File: src/rtl/ifc_pkg.sv
`default_nettype none
// ============================================================================
// Module : ifc_pkg
// Brief  : Shared types and constants for the instruction-fetch controller.
// Rev    : 1.0  initial release
// ============================================================================
package ifc_pkg;

  localparam int AW   = 8;
  localparam int OPW  = 7;
  localparam int LITW = 8;
  localparam int IW   = OPW + LITW;

  localparam int OP_MSB  = 14;
  localparam int OP_LSB  = 8;
  localparam int LIT_MSB = 7;
  localparam int LIT_LSB = 0;

  localparam logic [OPW-1:0] HALT_OPCODE = 7'h7F;
  localparam logic [AW-1:0]  RESET_PC    = 8'h00;

  typedef enum logic [1:0] {
    CTL_RUN    = 2'd0,
    CTL_HALTED = 2'd1,
    CTL_LOAD   = 2'd2
  } ctl_state_t;

  typedef enum logic [1:0] {
    LD_IDLE = 2'd0,
    LD_HI   = 2'd1,
    LD_LO   = 2'd2,
    LD_WR   = 2'd3
  } ld_state_t;

  function automatic logic [OPW-1:0] im_opcode(input logic [IW-1:0] word);
    return word[OP_MSB:OP_LSB];
  endfunction

endpackage : ifc_pkg
`default_nettype wire

File: src/rtl/im_stream_loader.sv
`default_nettype none
// ============================================================================
// Module : im_stream_loader
// Brief  : Pairs a valid/ready byte stream into 15-bit IM words and writes them.
// Rev    : 1.0  initial release
// ============================================================================
module im_stream_loader
  import ifc_pkg::*;
(
  input  logic            clk,
  input  logic            rst_n,
  input  logic            load_start,
  input  logic [AW-1:0]   load_last,
  input  logic            in_valid,
  input  logic [7:0]      in_data,
  output logic            in_ready,
  output logic            im_we,
  output logic [AW-1:0]   im_waddr,
  output logic [IW-1:0]   im_wdata,
  output logic            load_err,
  output logic            core_hold,
  output logic            load_done
);

  ld_state_t         st_q;
  logic [AW-1:0]     wcnt_q;
  logic [AW-1:0]     last_q;
  logic [OPW-1:0]    hi_q;
  logic              we_q;
  logic [AW-1:0]     waddr_q;
  logic [IW-1:0]     wdata_q;
  logic              err_q;
  logic              hold_q;

  always_ff @(posedge clk or negedge rst_n) begin
    if (!rst_n) begin
      st_q    <= LD_IDLE;
      wcnt_q  <= '0;
      last_q  <= '0;
      hi_q    <= '0;
      we_q    <= 1'b0;
      waddr_q <= '0;
      wdata_q <= '0;
      err_q   <= 1'b0;
      hold_q  <= 1'b0;
    end else begin
      we_q <= 1'b0;
      // A restart drops any half-assembled word; earlier writes are kept.
      if (load_start) begin
        st_q   <= LD_HI;
        last_q <= load_last;
        wcnt_q <= '0;
        err_q  <= 1'b0;
        hold_q <= 1'b1;
      end else begin
        case (st_q)
          LD_HI: begin
            if (in_valid) begin
              hi_q <= in_data[OPW-1:0];
              if (in_data[7]) err_q <= 1'b1;
              st_q <= LD_LO;
            end
          end
          LD_LO: begin
            if (in_valid) begin
              wdata_q <= {hi_q, in_data};
              waddr_q <= wcnt_q;
              we_q    <= 1'b1;
              st_q    <= LD_WR;
            end
          end
          LD_WR: begin
            if (wcnt_q == last_q) begin
              st_q   <= LD_IDLE;
              hold_q <= 1'b0;
            end else begin
              wcnt_q <= wcnt_q + AW'(1);
              st_q   <= LD_HI;
            end
          end
          default: st_q <= LD_IDLE;
        endcase
      end
    end
  end

  assign in_ready  = (st_q == LD_HI) || (st_q == LD_LO);
  assign im_we     = we_q;
  assign im_waddr  = waddr_q;
  assign im_wdata  = wdata_q;
  assign load_err  = err_q;
  assign core_hold = hold_q;
  assign load_done = (st_q == LD_WR) && (wcnt_q == last_q);

endmodule : im_stream_loader
`default_nettype wire

File: src/rtl/im_fetch_ctrl.sv
`default_nettype none
// ============================================================================
// Module : im_fetch_ctrl
// Brief  : Program counter / fetch sequencer with run-time IM reload.
// Rev    : 1.0  initial release
// ============================================================================
module im_fetch_ctrl
  import ifc_pkg::*;
(
  input  logic            clk,
  input  logic            rst_n,
  input  logic            stall,
  input  logic            jump_en,
  input  logic [AW-1:0]   jump_addr,
  input  logic            resume,
  input  logic [IW-1:0]   im_rdata,
  output logic [AW-1:0]   im_addr,
  output logic            instr_valid,
  output logic            halted,
  output logic            core_hold,
  input  logic            load_start,
  input  logic [AW-1:0]   load_last,
  input  logic            in_valid,
  input  logic [7:0]      in_data,
  output logic            in_ready,
  output logic            im_we,
  output logic [AW-1:0]   im_waddr,
  output logic [IW-1:0]   im_wdata,
  output logic            load_err
);

  ctl_state_t      state_q;
  logic [AW-1:0]   pc_q;
  logic            halted_q;

  logic            w_halt_hit;
  logic [AW-1:0]   w_pc_inc;
  logic            w_ld_done;

  assign w_halt_hit = (im_opcode(im_rdata) == HALT_OPCODE);
  assign w_pc_inc   = pc_q + AW'(1);

  im_stream_loader u_loader (
    .clk        (clk),
    .rst_n      (rst_n),
    .load_start (load_start),
    .load_last  (load_last),
    .in_valid   (in_valid),
    .in_data    (in_data),
    .in_ready   (in_ready),
    .im_we      (im_we),
    .im_waddr   (im_waddr),
    .im_wdata   (im_wdata),
    .load_err   (load_err),
    .core_hold  (core_hold),
    .load_done  (w_ld_done)
  );

  always_ff @(posedge clk or negedge rst_n) begin
    if (!rst_n) begin
      state_q  <= CTL_RUN;
      pc_q     <= RESET_PC;
      halted_q <= 1'b0;
    end else if (load_start) begin
      state_q  <= CTL_LOAD;
      halted_q <= 1'b0;
    end else begin
      case (state_q)
        CTL_RUN: begin
          // Jump beats stall; a HALT word only takes effect when fetch would advance.
          if (jump_en) begin
            pc_q <= jump_addr;
          end else if (!stall) begin
            if (w_halt_hit) begin
              state_q  <= CTL_HALTED;
              halted_q <= 1'b1;
            end else begin
              pc_q <= w_pc_inc;
            end
          end
        end
        CTL_HALTED: begin
          if (resume) begin
            pc_q     <= w_pc_inc;
            state_q  <= CTL_RUN;
            halted_q <= 1'b0;
          end else if (jump_en) begin
            pc_q     <= jump_addr;
            state_q  <= CTL_RUN;
            halted_q <= 1'b0;
          end
        end
        CTL_LOAD: begin
          if (w_ld_done) begin
            pc_q    <= RESET_PC;
            state_q <= CTL_RUN;
          end
        end
        default: state_q <= CTL_RUN;
      endcase
    end
  end

  assign im_addr     = pc_q;
  assign instr_valid = (state_q == CTL_RUN) && !stall;
  assign halted      = halted_q;

endmodule : im_fetch_ctrl
`default_nettype wire

File: config.mk
export PLATFORM = sky130hd
export DESIGN_NAME = im_fetch_ctrl
export DESIGN_NICKNAME = d
export VERILOG_FILES = /design/src/rtl/ifc_pkg.sv /design/src/rtl/im_stream_loader.sv /design/src/rtl/im_fetch_ctrl.sv
export SDC_FILE = /design/constraint.sdc
export NUM_CORES = 1
export LEC_CHECK = 0
export ABC_AREA = 1
export ABC_CLOCK_PERIOD_IN_PS = 2800
export CELL_PAD_IN_SITES_DETAIL_PLACEMENT = 1
export CELL_PAD_IN_SITES_GLOBAL_PLACEMENT = 2
export CORE_MARGIN = 10
export CORE_UTILIZATION = 30
export DETAILED_ROUTE_END_ITERATION = 6
export GPL_TIMING_DRIVEN = 0
export PLACE_DENSITY = 0.92
export RECOVER_POWER = 100
export SLEW_MARGIN = 30
export SYNTH_ARGS = -nofsm -noshare
export SYNTH_HDL_FRONTEND = slang
export SYNTH_HIERARCHICAL = 1
export SYNTH_SLANG_ARGS = --single-unit
File: constraint.sdc
create_clock -name clk -period 2.8 [get_ports clk]
set_clock_uncertainty 0.05 [all_clocks]
set_input_delay 0.56 -clock clk [delete_from_list [all_inputs] [get_ports clk]]
set_output_delay 0.56 -clock clk [all_outputs]
set_load 0.01 [all_outputs]
==> reports/qor.yml, run 1 <==
run_status:
  status: "finished clean"
clock_network:
  ctsLongestPathBuffers: 2
  cts_made_buffers: 9
  cts_sinks: 62
  cts_tree: "built"
  cts_root_buf: "clkbuf_8"
  path_clk_slew_ns: 0.07
  postCtsHoldBufs: 0
  clock_latency_ns: 0.34
  cts_resized: 0
  h-tree-depth: 3
  cts_setup_buffers: 0
pwr:
  power_leakage_nw: 2.27
  power.density_nw_per_um2: 756
  max-vdd-ir-drop_mv: 0.289
detailed_routing:
  drtIter0Drc: 176
  drt-total-wl_mm: 9.51
  postRouteAntennaNets: 0
  firstDrtPassIters: 4
  num_vias: 3106
  wl_per_cell_um: 14.2
  drc: 0
  avgViaCountPerCell: 4.64
cells_and_area:
  most-common-layout-cells: "171 x nand2_1, 62 x dfrtp_1, 45 x inv_1"
  nets: 579
  drive_gt1_frac: 0.0756
  areaGrowthSynthToFinish_pct: 32.4
  layout_commonest_cell: "nand2_1"
  layout.cells.non_filler: 669
  diodes: 0
  n_fill_cell: 1350
synth:
  ys_seq_area_frac: 0.467
  synth-seq-cells: 62
  synth_cell_types: 33
  syn_area_sq_um: 3330
  avgSynthCellArea_sq_um: 7.59
  syn_nets: 493
  synthCells: 438
  yosysWarnings: 6
placement:
  pre_cts_ws_ns: 0.311
  io_buffers: 74
  place_hpwl_mm: 7.42
  place.gp.congestion: 0.795
  dp.cells: 653
worst_setup_path:
  crit_required_ns: 2.19
  path_buf_inv: 3
  critPathCaptureType: "primary output"
  crit_family: "buffers and inverters"
  crit_arrival_ns: 1.87
  crit_path_cell_trace: "inv_1, ha_1, inv_1, nor2_1, dlygate4sd3_1"
  slowest_stage: "dlygate4sd3_1"
  slowest_delay_ns: 0.62
  worstPathMaxFanout: 5
  path_common_cell: "inv_1"
  critPathKind: "reg -> out"
  crit_path_start_kind: "register"
die:
  num_rows: 38
  dieArea_sq_um: 15700
  core_area_sq_um: 10800
  die_h_um: 125
  ios: 83
  die_w_um: 125
  initial_core_util: 0.307
worst_hold_path:
  min-delay-path-class: "in -> async"
sta:
  finalHoldViolCount: 0
  slew_headroom: 0.209
  setup-violations-final: 0
  rsz0062_at_grt: "no"
  timing.final.crit_share: 0.885
  fin_crit_ns: 2.48
  maxSlewViolCount: 0
  timing.fmax_ghz: 0.404
  worst_pin_slew_ns: 1.19
  setup_ws_ns: 0.323
global_routing:
  grt_pass1_vias: 3385
  grt_antenna_before_repair: 0
  grt_max_degree: 44
  grt.total_usage: 0.124
  grt_pass1_wl_mm: 16.3
  grt_remaining_overflow: 0
flow_run:
  cap_violations: 0
## registers in the layout, indices dropped and copies added, names as in the netlist, 2 cells and up
| name | cells |
|---|---|
| u_loader/wcnt_q | 8 |
| u_loader/st_q | 2 |
| u_loader/im_wdata | 15 |
| u_loader/last_q | 8 |
| u_loader/hi_q | 7 |
| im_addr | 8 |
| u_loader/im_waddr | 8 |
| state_q | 2 |
## logic make-up (layout without fill, tap and decap cells)
| kind of cell | Yosys count | after routing | share of synthesized area |
|---|---|---|---|
| simple gates | 250 | 250 | 0.322 |
| xor+xnor | 8 | 8 | 0.0211 |
| fa+ha+maj | 9 | 9 | 0.0339 |
| buf+inv | 64 | 155 | 0.0831 |
| flops | 62 | 62 | 0.467 |
| compound gates | 45 | 45 | 0.0734 |
## area by class of cell
type                       count  area, sq um  share of cell area
buffer                        10         56.3              0.0128
timing repair buffer          75          739               0.168
sequential                    62         1550               0.352
multi-input combinational    312         1470               0.335
clock inverter                 7         73.8              0.0168
inverter                      54          210              0.0477
clock buffer                   9          124              0.0281
tap                          140          175              0.0398
## per-layer routing
| layer | vias up | GRT usage | routed length [um] |
|---|---|---|---|
| li1 | 1545 | - | - |
| met1 | 1499 | 0.140 | 4120 |
| met2 | 53 | 0.215 | 4780 |
| met3 | 9 | 0.0363 | 474 |
| met4 | 0 | 0.0467 | 134 |
| met5 | - | 0 | 0 |
## report_power, final
group          switching (mW)  internal, mW
Combinational           0.652         0.541
Clock                   0.371         0.413
Sequential              0.198          1.15
## final timing paths
kind | startpoint | endpoint | slack, ns | depth (start not counted)
setup reg to reg | u_loader/wcnt_q[4]$_DFFE_PN0P_ | im_addr[6]$_DFFE_PN0P_ | 0.48 | 14
hold / removal | rst_n | halted$_DFFE_PN0P_ | 0.39 | 1
hold reg to reg | u_loader/im_wdata[13]$_DFFE_PN0P_ | u_loader/im_wdata[13]$_DFFE_PN0P_ | 0.42 | 2
min in group clk | u_loader/im_wdata[13]$_DFFE_PN0P_ | u_loader/im_wdata[13]$_DFFE_PN0P_ | 0.42 | 2
setup / recovery | state_q[0]$_DFFE_PN0P_ | instr_valid | 0.32 | 5
max in group asynchronous | rst_n | u_loader/hi_q[3]$_DFFE_PN0P_ | 0.66 | 2
## worst reg2reg max path: cells and delay by family (launching register included)
kind,cells,cell delay (ns)
buf+inv,2,0.16
flops,1,0.46
simple gates,12,1.55
## synth_stat cells
cell type,count,share of area
inv_2,6,0.0068
or2_2,1,0.0019
a21boi_0,2,0.0045
ha_1,9,0.034
nand3_2,1,0.0030
buf_2,2,0.0030
clkinv_4,1,0.0026
nand2_4,2,0.0068
clkinv_1,1,0.0011
o21bai_1,1,0.0023
xnor2_1,4,0.011
nand3_4,1,0.0053
clkbuf_1,3,0.0034
a22oi_1,2,0.0045
nor2_4,2,0.0068
nor3_1,1,0.0015
buf_4,3,0.0068
o31ai_1,1,0.0023
xor2_1,4,0.011
inv_1,45,0.051
o21ai_0,12,0.018
buf_6,2,0.0068
nand2_2,3,0.0056
a21oi_2,1,0.0026
nand3_1,29,0.044
nor2_2,4,0.0075
o21ai_1,25,0.038
dfrtp_1,62,0.47
a21oi_1,1,0.0015
nand4_1,10,0.019
nor2_1,27,0.030
nand2_1,169,0.19
inv_4,1,0.0019
## stage by stage
stage	TNS (ns)	cell area, sq um	hold WS, ns	util	total power [mW]
2_1_floorplan	0	3330	0.214	-	2.01
3_3_place_gp	-71.91	4240	0.401	0.391	2.64
3_5_place_dp	0	4270	0.409	0.394	2.71
4_1_cts	0	4460	0.0567	0.412	3.52
5_1_grt	0	4400	0.446	0.406	3.63
6_report	0	4400	0.391	0.406	3.33
Power figures use the tool's default switching activity.
==> run 2, diff against run 1 <==
--- a/config.mk
+++ b/config.mk
@@ -6,14 +6,13 @@
 export NUM_CORES = 1
 export LEC_CHECK = 0
 export ABC_AREA = 1
-export ABC_CLOCK_PERIOD_IN_PS = 2800
+export ABC_CLOCK_PERIOD_IN_PS = 2000
 export CELL_PAD_IN_SITES_DETAIL_PLACEMENT = 1
 export CELL_PAD_IN_SITES_GLOBAL_PLACEMENT = 2
 export CORE_MARGIN = 10
-export CORE_UTILIZATION = 30
+export CORE_UTILIZATION = 25
 export DETAILED_ROUTE_END_ITERATION = 6
-export GPL_TIMING_DRIVEN = 0
-export PLACE_DENSITY = 0.92
+export PLACE_DENSITY = 0.82
 export RECOVER_POWER = 100
 export SLEW_MARGIN = 30
 export SYNTH_ARGS = -nofsm -noshare
==> constraint.sdc (replaced) <==
create_clock -name clk -period 2 [get_ports clk]
set_clock_uncertainty 0.05 [all_clocks]
set_input_delay 0.4 -clock clk [delete_from_list [all_inputs] [get_ports clk]]
set_output_delay 0.4 -clock clk [all_outputs]
set_load 0.01 [all_outputs]
==> reports/qor.yml, run 2 (synthesis results as in run 1) <==
run_status:
  status: "finished clean"  # unchanged
worst_setup_path:
  critPathKind: "reg -> out"  # unchanged
  worstPathMaxFanout: 5  # unchanged
  critPathCaptureType: "primary output"  # unchanged
  crit_path_start_kind: "register"  # unchanged
  crit_required_ns: 1.55  # was 2.19 ns
  crit_arrival_ns: 1.47  # was 1.87 ns
die:
  core_area_sq_um: 13100  # was 10800 sq um
  ios: 83  # unchanged
  die_w_um: 135  # was 125 um
  die_h_um: 135  # was 125 um
  dieArea_sq_um: 18300  # was 15700 sq um
  initial_core_util: 0.253  # was 0.307
  num_rows: 42  # was 38
clock_network:
  clock_latency_ns: 0.33  # was 0.34 ns
  ctsLongestPathBuffers: 2  # unchanged
  cts_sinks: 62  # unchanged
  cts_made_buffers: 9  # unchanged
  cts_tree: "built"  # unchanged
  h-tree-depth: 3  # unchanged
  path_clk_slew_ns: 0.06  # was 0.07 ns
  cts_root_buf: "clkbuf_16"  # was clkbuf_8
detailed_routing:
  firstDrtPassIters: 4  # unchanged
  postRouteAntennaNets: 0  # unchanged
  drc: 0  # unchanged
  drtIter0Drc: 178  # was 176
  avgViaCountPerCell: 4.34  # was 4.64
  num_vias: 3110  # was 3106
  wl_per_cell_um: 13.4  # was 14.2 um
  drt-total-wl_mm: 9.64  # was 9.51 mm
global_routing:
  grt_pass1_wl_mm: 16.8  # was 16.3 mm
  grt.total_usage: 0.112  # was 0.124
  grt_remaining_overflow: 0  # unchanged
  grt_pass1_vias: 3498  # was 3385
  grt_antenna_before_repair: 0  # unchanged
  grt_max_degree: 39  # was 44
worst_hold_path:
  min-delay-path-class: "reg -> reg"  # was in -> async
sta:
  timing.fmax_ghz: 0.520
  slew_headroom: 0.220  # was 0.209
  hold_slack_ns: 0.425  # was 0.391 ns
  finalHoldViolCount: 0  # unchanged
  timing.final.crit_share: 0.962
  setup-violations-final: 0  # unchanged
  fin_crit_ns: 1.92
  worst_pin_slew_ns: 1.17  # was 1.19 ns
  maxSlewViolCount: 0  # unchanged
cells_and_area:
  largest_reg_flops: 15  # unchanged
  layout_commonest_cell: "nand2_1"  # unchanged
  most-common-layout-cells: "168 x nand2_1, 60 x dfrtp_1, 45 x inv_1"  # was 171 x nand2_1, 62 x dfrtp_1, 45 x inv_1
  diodes: 0  # unchanged
  nets: 591  # was 579
  drive_gt1_frac: 0.109  # was 0.0756
  utilization: 0.357  # was 0.406
  areaGrowthSynthToFinish_pct: 41.1  # was 32.4%
pwr:
  max-vdd-ir-drop_mv: 0.350  # was 0.289 mV
  power_leakage_nw: 2.40  # was 2.27 nW
  power.density_nw_per_um2: 1110  # was 756 nW/um^2
placement:
  io_buffers: 74  # unchanged
  place_hpwl_mm: 7.58  # was 7.42 mm
  place.gp.congestion: 0.776  # was 0.795
flow_run:
  cap_violations: 0  # unchanged
==> run 2: through the flow <==
step	power (mW)	cell area, sq um	setup TNS, ns	cells	setup slack, ns
2_1_floorplan	2.82	3330	0	438	0.272
3_3_place_gp	3.77	4390	0	696	0.0683
3_5_place_dp	3.85	4390	0	696	0.0186
4_1_cts	5.46	4700	0	713	0.0344
5_1_grt	5.65	4690	-0.00622	717	-0.00378
6_report	5.23	4690	0	717	0.0769
==> run 2: layout make-up <==
class	count	area (sq um)
fillers	1623	8440
clock inverters	6	70.1
well taps	176	220
clock buffers	10	239
repair inverters	1	6.26
flip-flops and latches	62	1550
repair buffers	96	907
inverters	54	213
multi-input cells	312	1480
==> run 2: repair_timing <==
action / in CTS / in global routing
cloned: 0 / 1
resized for setup: 2 / 9
setup buffers: 0 / 3
pin swaps: 0 / 5
hold buffers: 1 / 0
setup endpoints to repair: 2 / 9
hold endpoints to repair: 15 / 0
==> run 2: routing by layer <==
layer	routed length, um	global-route usage	vias up
met5	0	0	-
met4	158	0.0467	0
met3	392	0.0274	9
met2	4800	0.195	52
met1	4280	0.128	1478
li1	-	-	1571
==> run 2: where the power goes <==
part | total (mW) | internal (mW) | switching [mW]
Clock | 1.59 | 1.01 | 0.582
Combinational | 1.75 | 0.806 | 0.945
Sequential | 1.89 | 1.62 | 0.273
==> run 2: worst max-delay path, stage by stage, from the launching register on <==
cell	delay (ns)
dfrtp_1	0.41
inv_1	0.06
ha_1	0.29
inv_1	0.10
dlygate4sd2_1	0.29
==> run 2: path summary, 6_finish.rpt <==
check | startpoint | to | slack, ns | cells after the start
max | u_loader/st_q[0]$_DFFE_PN0P_ | in_ready | 0.08 | 4
min | u_loader/hi_q[0]$_DFFE_PN0P_ | u_loader/im_wdata[8]$_DFFE_PN0P_ | 0.42 | 2
max reg2reg | u_loader/wcnt_q[0]$_DFFE_PN0P_ | im_addr[5]$_DFFE_PN0P_ | 0.15 | 15
min reg2reg | u_loader/hi_q[0]$_DFFE_PN0P_ | u_loader/im_wdata[8]$_DFFE_PN0P_ | 0.42 | 2
max in group asynchronous | rst_n | u_loader/wcnt_q[0]$_DFFE_PN0P_ | 0.30 | 3
min in group asynchronous | rst_n | halted$_DFFE_PN0P_ | 0.78 | 2
